File: src/rtl/prog_loader.sv
// prog_loader: streams a program into instruction memory, runs the CPU with a timeout, then dumps a data-memory window
module prog_loader #(
  parameter int ADDR_W   = 10,
  parameter int DATA_W   = 32,
  parameter int TIMEOUT  = 65535,
  parameter int RST_HOLD = 2
) (
  input  logic              clk,
  input  logic              rst,
  input  logic              start,
  input  logic [ADDR_W:0]   load_len,
  input  logic [ADDR_W-1:0] dump_base,
  input  logic [ADDR_W:0]   dump_len,
  input  logic              s_valid,
  input  logic [DATA_W-1:0] s_data,
  output logic              s_ready,
  output logic              ins_we,
  output logic [ADDR_W-1:0] ins_addr,
  output logic [DATA_W-1:0] ins_wdata,
  output logic              cpu_rst,
  input  logic              cpu_done,
  output logic [ADDR_W-1:0] dm_addr,
  input  logic [DATA_W-1:0] dm_rdata,
  output logic              m_valid,
  output logic [DATA_W-1:0] m_data,
  input  logic              m_ready,
  output logic              busy,
  output logic              finished,
  output logic              timeout_err,
  output logic [31:0]       cycle_count
);
  localparam int PW = ADDR_W + 1;
  typedef enum logic [2:0] {IDLE, LOAD, HOLD, RUN, DUMP_RD, DUMP_WAIT, FIN} state_t;
  state_t state_q, state_d;
  logic [PW-1:0] ptr_q, ptr_d, load_len_q, load_len_d, dump_len_q, dump_len_d, ptr_inc;
  logic [ADDR_W-1:0] dump_base_q, dump_base_d, ins_addr_q, ins_addr_d;
  logic [DATA_W-1:0] ins_wdata_q, ins_wdata_d, m_data_q, m_data_d;
  logic ins_we_q, ins_we_d, m_valid_q, m_valid_d, timeout_err_q, timeout_err_d, cpu_rst_q;
  logic [31:0] cycle_count_q, cycle_count_d;
  assign ptr_inc = ptr_q + PW'(1);
  assign s_ready = state_q == LOAD;
  assign busy = state_q != IDLE;
  assign finished = state_q == FIN;
  assign dm_addr = dump_base_q + ptr_q[ADDR_W-1:0];
  assign ins_we = ins_we_q;
  assign ins_addr = ins_addr_q;
  assign ins_wdata = ins_wdata_q;
  assign cpu_rst = cpu_rst_q;
  assign m_valid = m_valid_q;
  assign m_data = m_data_q;
  assign timeout_err = timeout_err_q;
  assign cycle_count = cycle_count_q;
  always_comb begin
    state_d = state_q;
    ptr_d = ptr_q;
    load_len_d = load_len_q;
    dump_base_d = dump_base_q;
    dump_len_d = dump_len_q;
    ins_we_d = 1'b0;
    ins_addr_d = ins_addr_q;
    ins_wdata_d = ins_wdata_q;
    m_valid_d = m_valid_q;
    m_data_d = m_data_q;
    timeout_err_d = timeout_err_q;
    cycle_count_d = cycle_count_q;
    case (state_q)
      IDLE: if (start) begin
        load_len_d = load_len;
        dump_base_d = dump_base;
        dump_len_d = dump_len;
        cycle_count_d = '0;
        timeout_err_d = 1'b0;
        ptr_d = '0;
        state_d = load_len == '0 ? HOLD : LOAD;
      end
      LOAD: if (s_valid) begin
        ins_we_d = 1'b1;
        ins_addr_d = ptr_q[ADDR_W-1:0];
        ins_wdata_d = s_data;
        ptr_d = ptr_inc == load_len_q ? '0 : ptr_inc;
        state_d = ptr_inc == load_len_q ? HOLD : LOAD;
      end
      HOLD: begin
        ptr_d = ptr_inc >= PW'(RST_HOLD) ? '0 : ptr_inc;
        state_d = ptr_inc >= PW'(RST_HOLD) ? RUN : HOLD;
      end
      RUN: begin
        cycle_count_d = cycle_count_q + 32'd1;
        if (cpu_done) state_d = DUMP_RD;
        else if (cycle_count_q == 32'(TIMEOUT - 1)) begin
          timeout_err_d = 1'b1;
          state_d = DUMP_RD;
        end
      end
      DUMP_RD: if (dump_len_q == '0) state_d = FIN;
      else begin
        m_data_d = dm_rdata;
        m_valid_d = 1'b1;
        state_d = DUMP_WAIT;
      end
      DUMP_WAIT: if (m_ready) begin
        m_valid_d = 1'b0;
        ptr_d = ptr_inc;
        state_d = ptr_inc == dump_len_q ? FIN : DUMP_RD;
      end
      FIN: state_d = IDLE;
      default: state_d = IDLE;
    endcase
  end
  always_ff @(posedge clk)
    if (rst) begin
      state_q <= IDLE;
      ptr_q <= '0;
      load_len_q <= '0;
      dump_base_q <= '0;
      dump_len_q <= '0;
      ins_we_q <= 1'b0;
      ins_addr_q <= '0;
      ins_wdata_q <= '0;
      m_valid_q <= 1'b0;
      m_data_q <= '0;
      timeout_err_q <= 1'b0;
      cycle_count_q <= '0;
      cpu_rst_q <= 1'b1;
    end else begin
      state_q <= state_d;
      ptr_q <= ptr_d;
      load_len_q <= load_len_d;
      dump_base_q <= dump_base_d;
      dump_len_q <= dump_len_d;
      ins_we_q <= ins_we_d;
      ins_addr_q <= ins_addr_d;
      ins_wdata_q <= ins_wdata_d;
      m_valid_q <= m_valid_d;
      m_data_q <= m_data_d;
      timeout_err_q <= timeout_err_d;
      cycle_count_q <= cycle_count_d;
      cpu_rst_q <= state_q != RUN;
    end
endmodule

File: config.mk
export PLATFORM = sky130hd
export DESIGN_NAME = prog_loader
export DESIGN_NICKNAME = d
export VERILOG_FILES = /design/src/rtl/prog_loader.sv
export SDC_FILE = /design/constraint.sdc
export NUM_CORES = 1
export LEC_CHECK = 0
export CORE_ASPECT_RATIO = 0.5
export CORE_MARGIN = 1.5
export CORE_UTILIZATION = 25
export DETAILED_ROUTE_END_ITERATION = 10
export HOLD_SLACK_MARGIN = 0.06
export PLACE_DENSITY_LB_ADDON = 0.3
export SETUP_SLACK_MARGIN = 0.02
export SLEW_MARGIN = 20
export SYNTH_ARGS = -nofsm -noshare
export SYNTH_HDL_FRONTEND = slang
export SYNTH_SLANG_ARGS = --single-unit
File: constraint.sdc
create_clock -name clk -period 5.9 [get_ports clk]
set_input_delay 1.18 -clock clk [delete_from_list [all_inputs] [get_ports clk]]
set_output_delay 1.18 -clock clk [all_outputs]
set_load 0.01 [all_outputs]
==> metrics, run 1 <==
status finished, final reports clean; Final HPWL DP around 17000 um; area of the multi-input gates just under 4000 um^2; Reg clk slew, reported paths roughly 0.06 ns; Area Overhead vs Synth 42.88%; hold_ws 0.4523 ns; Setup Skew 0.008983 ns; DP Cell Count 1499; fraction of registers with async set/reset 0%; drt drc 0; IO Port Bufs 224; DR vias 7224; max-capacitance violation count 0; Seq/Total Area, Yosys 42.57%; FF+latch count, synth 156; CTS Buf Count 17; worst path required time 4.72 ns; cell repeated most along the worst path a21oi_1; Critical Path Max Stage Delay about 0.7 ns; initial DRC count 442; post-CTS resize count 0; Pleak 3.643 nW; Top FF cell, synth dfxtp_1; Fin. Hold Viols 0; cell family with most CP delay compound AO/OA/AOI/OAI gates; Rel. slew slack 45.48%; largest buffer count on any clock path 2; Routed Antenna Nets 0; nets@finish 1243; share of layout cells above drive strength 1 5.439%; Root Buffer Master clkbuf_16; area leader, netlist dfxtp_1; fin crit share between 70% and 80%; Reg area 3123 um^2; count of cell types in the netlist 68; clock latency on the worst-skew pair 0.44 ns; CTS H-tree depth 4; num rows 44; number of global-route vias before repair between 6000 and 7000; Startpoint Class flip-flop; grt ovf 0; CP Cell Sequence ha_1, a21oi_1, o21ai_0, a21oi_1, o21ai_0, a21o_1, a21oi_1, xnor2_1, clkdlybuf4s50_1; FMAX 219.7 MHz; worst-margin pin slew about 0.82 ns; post-DR vias/cell around 4.7; worst vdd ir 209.4 uV; hold path depth 2; top-area cell type share of the netlist area 42.57%; gpl congestion 0.8378; crit path DAT between 3 and 4 ns; largest net degree at the start of global routing 66; Setup crit end kind output port; initial antenna violation count 0; RSZ-0062 raised after global routing no; Worst Hold End ins_addr[9]; Setup TNS 0 ns; top-count cell post-synth nand2_1; Post-synth EDFFs 0; Cell Area, Synth 7336 um^2; Crit Path Class reg2out; worst r2r src ptr_q[0]; Mean Syn Cell Area 7.837 um^2; CP Max Fanout 17; die width 245.3 um; Mapped Cells 936; worst hold path class reg2reg; r2r endpoint ptr_q[3]; HP Start ins_addr[9]; Power Density 243.5 nW/um^2; Die Area 30440 um^2; Max Slew Vio Count 0; post-cts hold buffer count 0; Slowest-stage cell, CP dfxtp_1; setup bufs post-CTS 0; fillers between 2000 and 3000; ANT cells 0; r2r worst-path depth 9; Net Count, Synth 1052; CTS tree done; starting density of the core 25.38%; area of the core 28900 um^2; IO Pins 225; routed len/inst 15.36 um; CTS Sinks roughly 160; final wirelength between 20000 and 25000 um; fin cells 1531; Total GRT Usage 15.15%; Ys Warns 0; Die Y 124.1 um; Bufs and invs on worst path 1; R2R Setup Slk about 2.8 ns; Post-synth top cells nand2_1, dfxtp_1, a21oi_1; largest cells by area after synthesis dfxtp_1, nand2_1, a21oi_1; TritonRoute pass-1 iters 5; first-pass GRT wire length 35800 um; Min Clock Period, post-route about 4.6 ns; Setup violations, final 0
[worst max-delay path by stage]
stage / end / slack [ns] / start / cells past startpoint
after detailed placement: dm_addr[9] / 1.83 / ptr_q[2] / 9
after CTS: dm_addr[9] / 1.31 / ptr_q[2] / 9
after global placement: dm_addr[9] / 1.92 / ptr_q[2] / 9
after floorplan: dm_addr[9] / 2.75 / ptr_q[1] / 9
after global routing: dm_addr[9] / 1.10 / ptr_q[2] / 9
final: dm_addr[9] / 1.35 / ptr_q[2] / 9
[state kept, by name (all words and copies together), names as in the netlist]
register     flops
state_q          3
ins_addr        10
cycle_count     32
timeout_err      1
dump_len_q      11
ins_wdata       32
ins_we           1
load_len_q      11
m_data          32
m_valid          1
ptr_q           11
dump_base_q     10
cpu_rst          1
[layout by cell type, fill, tap and decap left out, types with 8 or more instances in the layout]
master,Yosys,layout
nand2_1,253,252
clkdlybuf4s50_1,0,223
dfxtp_1,156,156
a21oi_1,133,133
nor2_1,53,53
nand3_1,34,34
xnor2_1,21,21
inv_1,17,17
clkbuf_16,0,17
o21ai_0,16,16
nor3_1,14,14
ha_1,13,13
nor4_1,12,12
and3_1,12,12
o21a_1,10,10
xor2_1,9,9
nand4_1,8,8
nor2b_1,8,8
[cell families after synthesis]
| family | count (synthesis) | share of synthesized area, % |
|---|---|---|
| mux | 8 | 1.126 |
| buf+inv | 75 | 4.298 |
| compound gates | 208 | 16.87 |
| xor+xnor | 34 | 4.861 |
| flops | 156 | 42.57 |
| fa+ha+maj | 14 | 2.490 |
| simple gates | 441 | 27.78 |
[metal layers]
metal  up-vias  GRT usage [%]  share of wire [%]
li1       3593              -                  -
met1      3481          19.55                 46
met2       126          25.65                 49
met3        24          2.521                2.8
met4         0          5.517                1.8
met5         -              0                  0
[where the power goes]
| part | total, mW | switching (mW) | internal [mW] |
|---|---|---|---|
| logic | 0.275 | 0.133 | 0.142 |
| registers | 1.11 | 0.0257 | 1.08 |
| clock network | 1.17 | 0.478 | 0.692 |
| total | 2.55 | 0.637 | 1.92 |
[through the flow]
step           setup WS, ns  utilization [%]  power, mW  instance area, um^2
2_1_floorplan         2.750                -      1.258                 7336
3_3_place_gp          1.919            34.11      1.405                 9858
3_5_place_dp          1.832            34.11      1.408                 9858
4_1_cts               1.315            36.25      2.591                10480
5_1_grt               1.098            36.26      2.674                10480
6_report              1.348            36.26      2.552                10480
[worst min-delay path: stages, from the launching register on]
cell     delay [ns]
dfxtp_1        0.31
nand2_1        0.05
a21oi_1        0.05
[area by class of cell]
type | count | area share [%]
well taps | 391 | 4.668
clock inverters | 12 | 1.552
multi-input cells | 705 | 37.22
inverters | 17 | 0.6088
clock buffers | 20 | 4.357
flip-flops and latches | 156 | 29.80
repair buffers | 230 | 21.80
(Power assumes the default switching activity.)
==> run 2, diff against run 1 <==
==> constraint.sdc (replaced) <==
create_clock -name clk -period 4.36 [get_ports clk]
set_input_delay 0.872 -clock clk [delete_from_list [all_inputs] [get_ports clk]]
set_output_delay 0.872 -clock clk [all_outputs]
set_load 0.01 [all_outputs]
==> metrics, run 2 (synthesis gave the netlist of run 1 again) <==
largest buffer count on any clock path 2 (unchanged); cell family with most CP delay compound AO/OA/AOI/OAI gates; Rel. slew slack 43.39% (-2.1 points); Root Buffer Master clkbuf_16; CTS Buf Count 17 (unchanged); CP Max Fanout 8 (-9); Pleak 3.622 nW (-0.56%); Fin. Hold Viols 0 (unchanged); initial antenna violation count 0 (unchanged); grt ovf 0 (unchanged); Startpoint Class flip-flop; R2R Setup Slk 1.32 ns (-1.52 ns); Setup crit end kind output port; Die Area 30440 um^2 (unchanged); DR vias 7147 (-1.1%); worst hold path class reg2reg; Setup TNS 0 ns (unchanged); gpl congestion 0.8315 (-0.75%); Sw Ratio 25.34% (+0.39 points); setup bufs post-CTS 0 (unchanged); dpl cell area 9873 um^2 (+0.15%); Clock Power Share 42.5% (-3.4 points); r2r endpoint ptr_q[3]; most common cell after layout, fill and taps aside nand2_1; RSZ-0062 raised after global routing no; Power Density 312.0 nW/um^2 (+28%); DP Cell Count 1501 (+0.13%); overall power 3.251 mW (+27%); starting density of the core 25.38% (unchanged); crit path DAT 3.22 ns (-0.15 ns); grt met1 use 19.06% (-0.49 points); post-cts hold buffer count 0 (unchanged); post-CTS resize count 0 (unchanged); nets@finish 1245 (+0.16%); Die Y 124.1 um (unchanged); drt drc 0 (unchanged); number of global-route vias before repair 6541 (-1.1%); first-pass GRT wire length 35370 um (-1.2%); cell repeated most along the worst path a21oi_1; worst-margin pin slew 0.8492 ns (+0.03337 ns); IO Pins 225 (unchanged); area of the core 28900 um^2 (unchanged); utilization after layout 36.04% (-0.22 points); Stages on worst setup path 10 (+1); worst path required time 3.49 ns (-1.23 ns); clock latency on the worst-skew pair 0.43 ns (about the same); Routed Antenna Nets 0 (unchanged); TritonRoute pass-1 iters 5 (unchanged); hold path depth 2 (unchanged); num rows 44 (unchanged); largest net degree at the start of global routing 79 (+20%); CP Cell Sequence ha_1, a21o_1, a21oi_1, o21ai_0, a21oi_1, o21ai_0, a21o_1, a21oi_1, xnor2_1, clkdlybuf4s50_1; Sw Pwr 0.8238 mW (+29%); Crit Path Class reg2out; Bufs and invs on worst path 1 (unchanged); Worst Hold End ins_wdata[27]; Area Overhead vs Synth 42.01%; worst vdd ir 287.9 uV (+38%); M3 GR Usage 2.866% (+0.34 points); r2r worst-path depth 10 (+1); combinational share of power 11.6% (+0.8 points); Min Clock Period, post-route 4.095 ns; CTS Sinks 156 (unchanged); GRT met2 Usage 25.21% (-0.44 points); Internal 2.427 mW (+27%); routed len/inst 15.14 um (-1.5%); Final HPWL DP 17090 um (-1.1%); Critical Path Max Stage Delay 0.55 ns (-0.15 ns); FMAX 244.2 MHz; Reg clk slew, reported paths 0.06 ns (about the same); Max Slew Vio Count 0 (unchanged); ANT cells 0 (unchanged); Most Crowded Layer GR met2; post-DR vias/cell 4.662 (-1.2%); status finished, final reports clean; Total GRT Usage 14.83% (-0.32 points); fin crit share 93.93%; Setup violations, final 0 (unchanged); final wirelength 23210 um (-1.3%); CTS tree done; Setup Skew 0.009947 ns (+0.0009641 ns); Flop pwr share 46.0% (+2.6 points); IO Port Bufs 224 (unchanged); Slowest-stage cell, CP clkdlybuf4s50_1; initial DRC count 484 (+9.5%); most frequent cells in the layout nand2_1, clkdlybuf4s50_1, dfxtp_1, a21oi_1, nor2_1; die width 245.3 um (unchanged); fillers 2996 (+0.74%); worst r2r src ptr_q[0]; share of layout cells above drive strength 1 5.517% (+0.078 points); max-capacitance violation count 0 (unchanged); HP Start ins_wdata[27]; CTS H-tree depth 4 (unchanged); fin cells 1533 (+0.13%); Final Cell Area 10420 um^2 (-0.61%)
==> run 2: cell count changes in the layout (fill, tap and decap cells not counted) <==
| cell | delta |
|---|---|
| buf_4 | +2 |
| bufinv_16 | -3 |
| clkbuf_1 | +1 |
| clkbuf_8 | +1 |
| clkinv_2 | +4 |
| clkinv_4 | -2 |
| inv_6 | -1 |
==> run 2: power groups by stage <==
stage | logic, mW | registers [mW] | clock network (mW)
floorplan | 0.179 | 1.52 | 0
global placement | 0.376 | 1.52 | 0
detailed placement | 0.378 | 1.53 | 0
CTS | 0.380 | 1.49 | 1.44
global route | 0.413 | 1.50 | 1.50
finish | 0.376 | 1.49 | 1.38
==> run 2: routing by layer <==
metal	share of wire [%]	vias to the layer above
met5	0	-
met4	1.9	0
met3	3.2	32
met2	49	119
met1	46	3403
li1	-	3593
==> run 2: worst max-delay path by stage <==
stage | from | slack (ns) | end
2_1_floorplan | ptr_q[1] | 1.52 | dm_addr[9]
3_3_place_gp | ptr_q[1] | 0.78 | dm_addr[9]
3_5_place_dp | ptr_q[1] | 0.73 | dm_addr[9]
4_1_cts | ptr_q[1] | 0.22 | dm_addr[9]
5_1_grt | ptr_q[1] | 0.03 | dm_addr[9]
6_report | ptr_q[1] | 0.26 | dm_addr[9]
==> run 2: layout make-up <==
class / instances / area [um^2] / share of cell area, %
multi-input combinational: 705 / 3901 / 37.45
sequential: 156 / 3123 / 29.98
timing repair buffer: 232 / 2300 / 22.08
tap: 391 / 489.2 / 4.696
clock buffer: 22 / 474.2 / 4.552
clock inverter: 10 / 66.31 / 0.6366
inverter: 17 / 63.81 / 0.6125
==> run 2: metrics by stage <==
step                      setup WS, ns  hold slack (ns)
after floorplan                  1.518           0.4400
after global placement          0.7819           0.4418
after detailed placement        0.7278           0.4458
after CTS                       0.2211           0.4549
after global routing           0.02676           0.4756
final                           0.2648           0.4518
==> run 2: worst reg2reg max path, delay by kind of cell (launching register included) <==
kind | cells | cell delay (ns)
compound gates | 5 | 1.28
simple gates | 3 | 0.61
flops | 1 | 0.34
fa+ha+maj | 1 | 0.49
buf+inv | 1 | 0.20
==> run 3, diff against run 2 <==
--- a/config.mk
+++ b/config.mk
@@ -12,6 +12,7 @@
 export HOLD_SLACK_MARGIN = 0.06
 export PLACE_DENSITY_LB_ADDON = 0.3
 export SETUP_SLACK_MARGIN = 0.02
+export SKIP_CTS_REPAIR_TIMING = 1
 export SLEW_MARGIN = 20
 export SYNTH_ARGS = -nofsm -noshare
 export SYNTH_HDL_FRONTEND = slang
==> results of run 3 <==
Final layout, timing and power as in run 2 (identical DEF).
==> RTL edit 1: new RTL, flow settings as in run 3 <==
Set the parameter `ADDR_W` to 9 (it was 10).
--- a/src/rtl/prog_loader.sv
+++ b/src/rtl/prog_loader.sv
@@ -1,5 +1,5 @@
 // prog_loader: streams a program into instruction memory, runs the CPU with a timeout, then dumps a data-memory window
 module prog_loader #(
-  parameter int ADDR_W   = 10,
+  parameter int ADDR_W   = 9,
   parameter int DATA_W   = 32,
   parameter int TIMEOUT  = 65535,
Ports: changed (5 resized); port bits go from 225 to 220. No check against the original RTL was run, so the function may have changed too.
==> RTL edit 1 against run 3 <==
- wire length down 5.0%
- area after synthesis fell by 5.0%
- setup slack gained 0.14 ns
- clock skew about the same
- critical path depth rose by 2
- total power rose by 9.1%
- first-iteration DRC count down 12%
- design area shrank 3.2%
- sequential cell count down 5
- die area down 5.0%
- combinational power is 38% higher
==> RTL edit 1: results (changes against run 3) <==
arrival time worst endpoint: 3.08 ns (-0.14 ns)
Vias: 6780 (-5.1%)
pre-CTS setup slack: 0.8777 ns (+0.1500 ns)
#FFs+latches synth: 151 (-3.2%)
vias in the first global route: 6173 (-5.6%)
fillers: 2832 (-5.5%)
multi-input combinational area share: 35.93% (-1.5 points)
DR WL met3: 840 µm (+15%)
Commonest cells post-synth: nand2_1, dfxtp_1, a21oi_1
P_clk: 1550 µW (+12%)
Total GRT Usage: 15.05% (+0.22 points)
Top delay family on crit path: buffers and inverters
Synth area leaders: dfxtp_1, nand2_1, a21oi_1, xnor2_1, nor2_1
placed instance count: 1435 (-4.4%)
syn nets: 1006 (-4.4%)
Cell variety after synth: 62 (-8.8%)
utilization after layout: 37.47% (+1.4 points)
Plain + repair buffers: 227 (-2.2%)
status: completed
Cell Area, Placed: 9439 µm² (-4.4%)
grt met1 use: 18.74% (-0.32 points)
Mapped Avg Cell Area: 7.791 µm² (-0.59%)
share of layout cells above drive strength 1: 5.576% (+0.059 points)
clock-cell share of area: 6.094% (+0.91 points)
register share of the cell area: 29.99% (about the same)
clk_skew: 0.01029 ns (+0.0003423 ns)
Layout Cell Area excl Fill: 10080 µm² (-3.2%)
[RTL edit 1: cell count changes in the layout (fill, tap and decap cells not counted), sizes merged, moves of 5 or more]
| cell | before | now |
|---|---|---|
| nand2 | 253 | 246 |
| nor2 | 55 | 50 |
| and3 | 13 | 6 |
| xor2 | 9 | 15 |
| nand3 | 34 | 28 |
| dfxtp | 156 | 151 |
| nor2b | 8 | 1 |
| clkdlybuf4s50 | 223 | 218 |
[RTL edit 1: kinds of logic after synthesis]
group | after synthesis | synth area share, %
buffers and inverters | 78 | 4.922
muxes | 9 | 1.401
xor gates and xnor gates | 40 | 5.335
AOI/OAI and AO/OA | 195 | 15.92
DFF | 151 | 43.40
adders and majority gates | 13 | 2.443
and+or+nand+nor | 408 | 26.59
[RTL edit 1: worst paths after layout]
check,start,to,slack (ns),cells after the start
max,ptr_q[0],dm_addr[8],0.41,12
min,ins_wdata[4],ins_wdata[4],0.45,2
max reg2reg,state_q[0],cycle_count[31],1.29,7
min reg2reg,ins_wdata[4],ins_wdata[4],0.45,2
==> RTL edit 2: new RTL, config.mk and constraints of run 3 <==
Without the edit above. Register the output `timeout_err` once more, with the module's reset; this adds one clock of latency there. The other outputs are not delayed to match.
--- a/src/rtl/prog_loader.sv
+++ b/src/rtl/prog_loader.sv
@@ -49,5 +49,11 @@
   assign m_valid = m_valid_q;
   assign m_data = m_data_q;
-  assign timeout_err = timeout_err_q;
+  always_ff @(posedge clk) begin
+    if (rst) begin
+      timeout_err <= '0;
+    end else begin
+      timeout_err <= timeout_err_q;
+    end
+  end
   assign cycle_count = cycle_count_q;
   always_comb begin
Function: no difference found for any inputs over 4 cycles, from zero or initial values and one cycle with rst high; that may be too few to reach the edited logic, so the function may still have changed.
==> RTL edit 2 against run 3 <==
- area after synthesis grew 4.6%
- critical endpoint unchanged
- wire length increased by 11%
- setup slack improved by 0.073 ns
- register-to-register slack got worse by 0.10 ns
- largest cell class unchanged
- total power up 6.0%
- design area increased by 3.7%
- global-route usage rose by 1.1 points
- sequential cell count up 1
==> RTL edit 2: results (changes against run 3) <==
Synth area leaders: dfxtp_1, nand2_1, a21oi_1, xnor2_1, clkbuf_1
Vias: 7786 (+8.9%)
arrival time worst endpoint: 3.15 ns (-0.07 ns)
Worst-Margin Slew: 0.7301 ns (-0.1191 ns)
placed instance count: 1565 (+4.3%)
TritonCTS buffer count: 17 (unchanged)
Ant. Diodes: 0 (unchanged)
Post-Synthesis Cells: 1000 (+6.8%)
GRT met2 Usage: 28.24% (+3.0 points)
Commonest cells post-synth: nand2_1, dfxtp_1, a21oi_1
met3 usage: 2.955% (+0.089 points)
Adder-Cell Fraction of Synth Area: 2.382% (-0.11 points)
Hold Crit Start: m_data[28]
reg2reg end: state_q[0]
CTS root buf: clkbuf_16
Syn. warnings: 0 (unchanged)
grt met1 use: 19.77% (+0.71 points)
Post-Synth XOR/XNOR Area: 4.176% (-0.68 points)
multiplexer share of the synthesized area: 1.550% (+0.42 points)
Hold EP: m_data[28]
HP Class: flop to flop
Die Wd: 250.7 µm (+2.2%)
reg2reg path depth: 7 (-3)
Max IR drop VDD: 0.0002615 V (-9.2%)
Lkg Pwr: 0.003626 µW (+0.12%)
nets@finish: 1301 (+4.5%)
share of layout cells above drive strength 1: 6.093% (+0.58 points)
met2 routed WL: 12880 µm (+13%)
RR Startpoint: ptr_q[5]
flop2flop setup slack: 1.22 ns (-0.10 ns)
count leader, synth: nand2_1
GPL Wtd Cong: 0.8893 (+7.0%)
sequential fraction of the synthesis area: 40.98% (-1.6 points)
vias in the first global route: 7375 (+13%)
Crit Path Max Fanout: 11 (+3)
Cell variety after synth: 69 (+1.5%)
met1 WL: 11460 µm (+7.7%)
Detailed Routing Iterations Pass 1: 7 (+2)
highest routed metal layer: met4
Vias/cell: 4.875 (+4.6%)
DRT iter0 DRCs: 477 (-1.4%)
first-pass GRT wire length: 40260 µm (+14%)
status: completed
syn nets: 1116 (+6.1%)
Async S/R FF share, synth: 0% (unchanged)
HPWL after DPL: 18870 µm (+10%)
Synth Area in Compound Gates: 17.65% (+0.78 points)
DRT Wirelength: 25830 µm (+11%)
pre-CTS setup slack: 0.7817 ns (+0.05396 ns)
DR WL met3: 977 µm (+33%)
largest net degree at the start of global routing: 93 (+18%)
Total GRT Usage: 15.94% (+1.1 points)
clk_skew: 0.01501 ns (+0.005066 ns)
hold slack: 0.4537 ns (+0.001849 ns)
H-tree depth reported by CTS: 4 (unchanged)
[RTL edit 2: changes by cell type after synthesis, sizes merged, moves of 5 or more]
cell    change
a21oi      +13
clkbuf      +9
o22ai       +6
nand2      +11
or3         +6
o211ai      +5
nand4       +6
o21a        -5
and3        -8
mux2        +5
[RTL edit 2: critical path, cell delays in order (launching register included)]
cell and delay, ns:
dfxtp_1 0.53, ha_1 0.30, a21o_1 0.18, a21oi_1 0.23
o21bai_1 0.09, a21oi_1 0.22, o21ai_0 0.20, and4_1 0.24
nor3_1 0.17, clkdlybuf4s50_1 0.55
[RTL edit 2: per-stage QoR]
| stage | util (%) | area, µm² |
|---|---|---|
| detailed placement | 33.80 | 10220 |
| floorplan | - | 7670 |
| CTS | 35.70 | 10790 |
| global placement | 33.80 | 10220 |
| global route | 35.72 | 10800 |
| finish | 35.72 | 10800 |
[RTL edit 2: worst max path at each step]
stage	from	endpoint	slack, ns	cells past startpoint
finish	ptr_q[1]	dm_addr[9]	0.34	9
global route	ptr_q[1]	dm_addr[9]	0.09	9
CTS	ptr_q[1]	dm_addr[9]	0.29	9
detailed placement	ptr_q[1]	dm_addr[9]	0.78	9
global placement	ptr_q[1]	dm_addr[9]	0.80	9
floorplan	ptr_q[1]	dm_addr[8]	1.53	10
[RTL edit 2: where the power goes]
group | total, µW | switching [µW] | internal [µW]
Combinational | 455 | 234 | 221
Clock | 1470 | 660 | 814
Sequential | 1520 | 39.9 | 1480
[RTL edit 2: layout make-up]
class,count,area [µm²]
fill,3102,19440
timing repair buffer,234,2327
clock buffer,19,442.9
tap,399,499.2
multi-input combinational,759,4195
sequential,157,3143
inverter,16,60.06
clock inverter,13,131.4
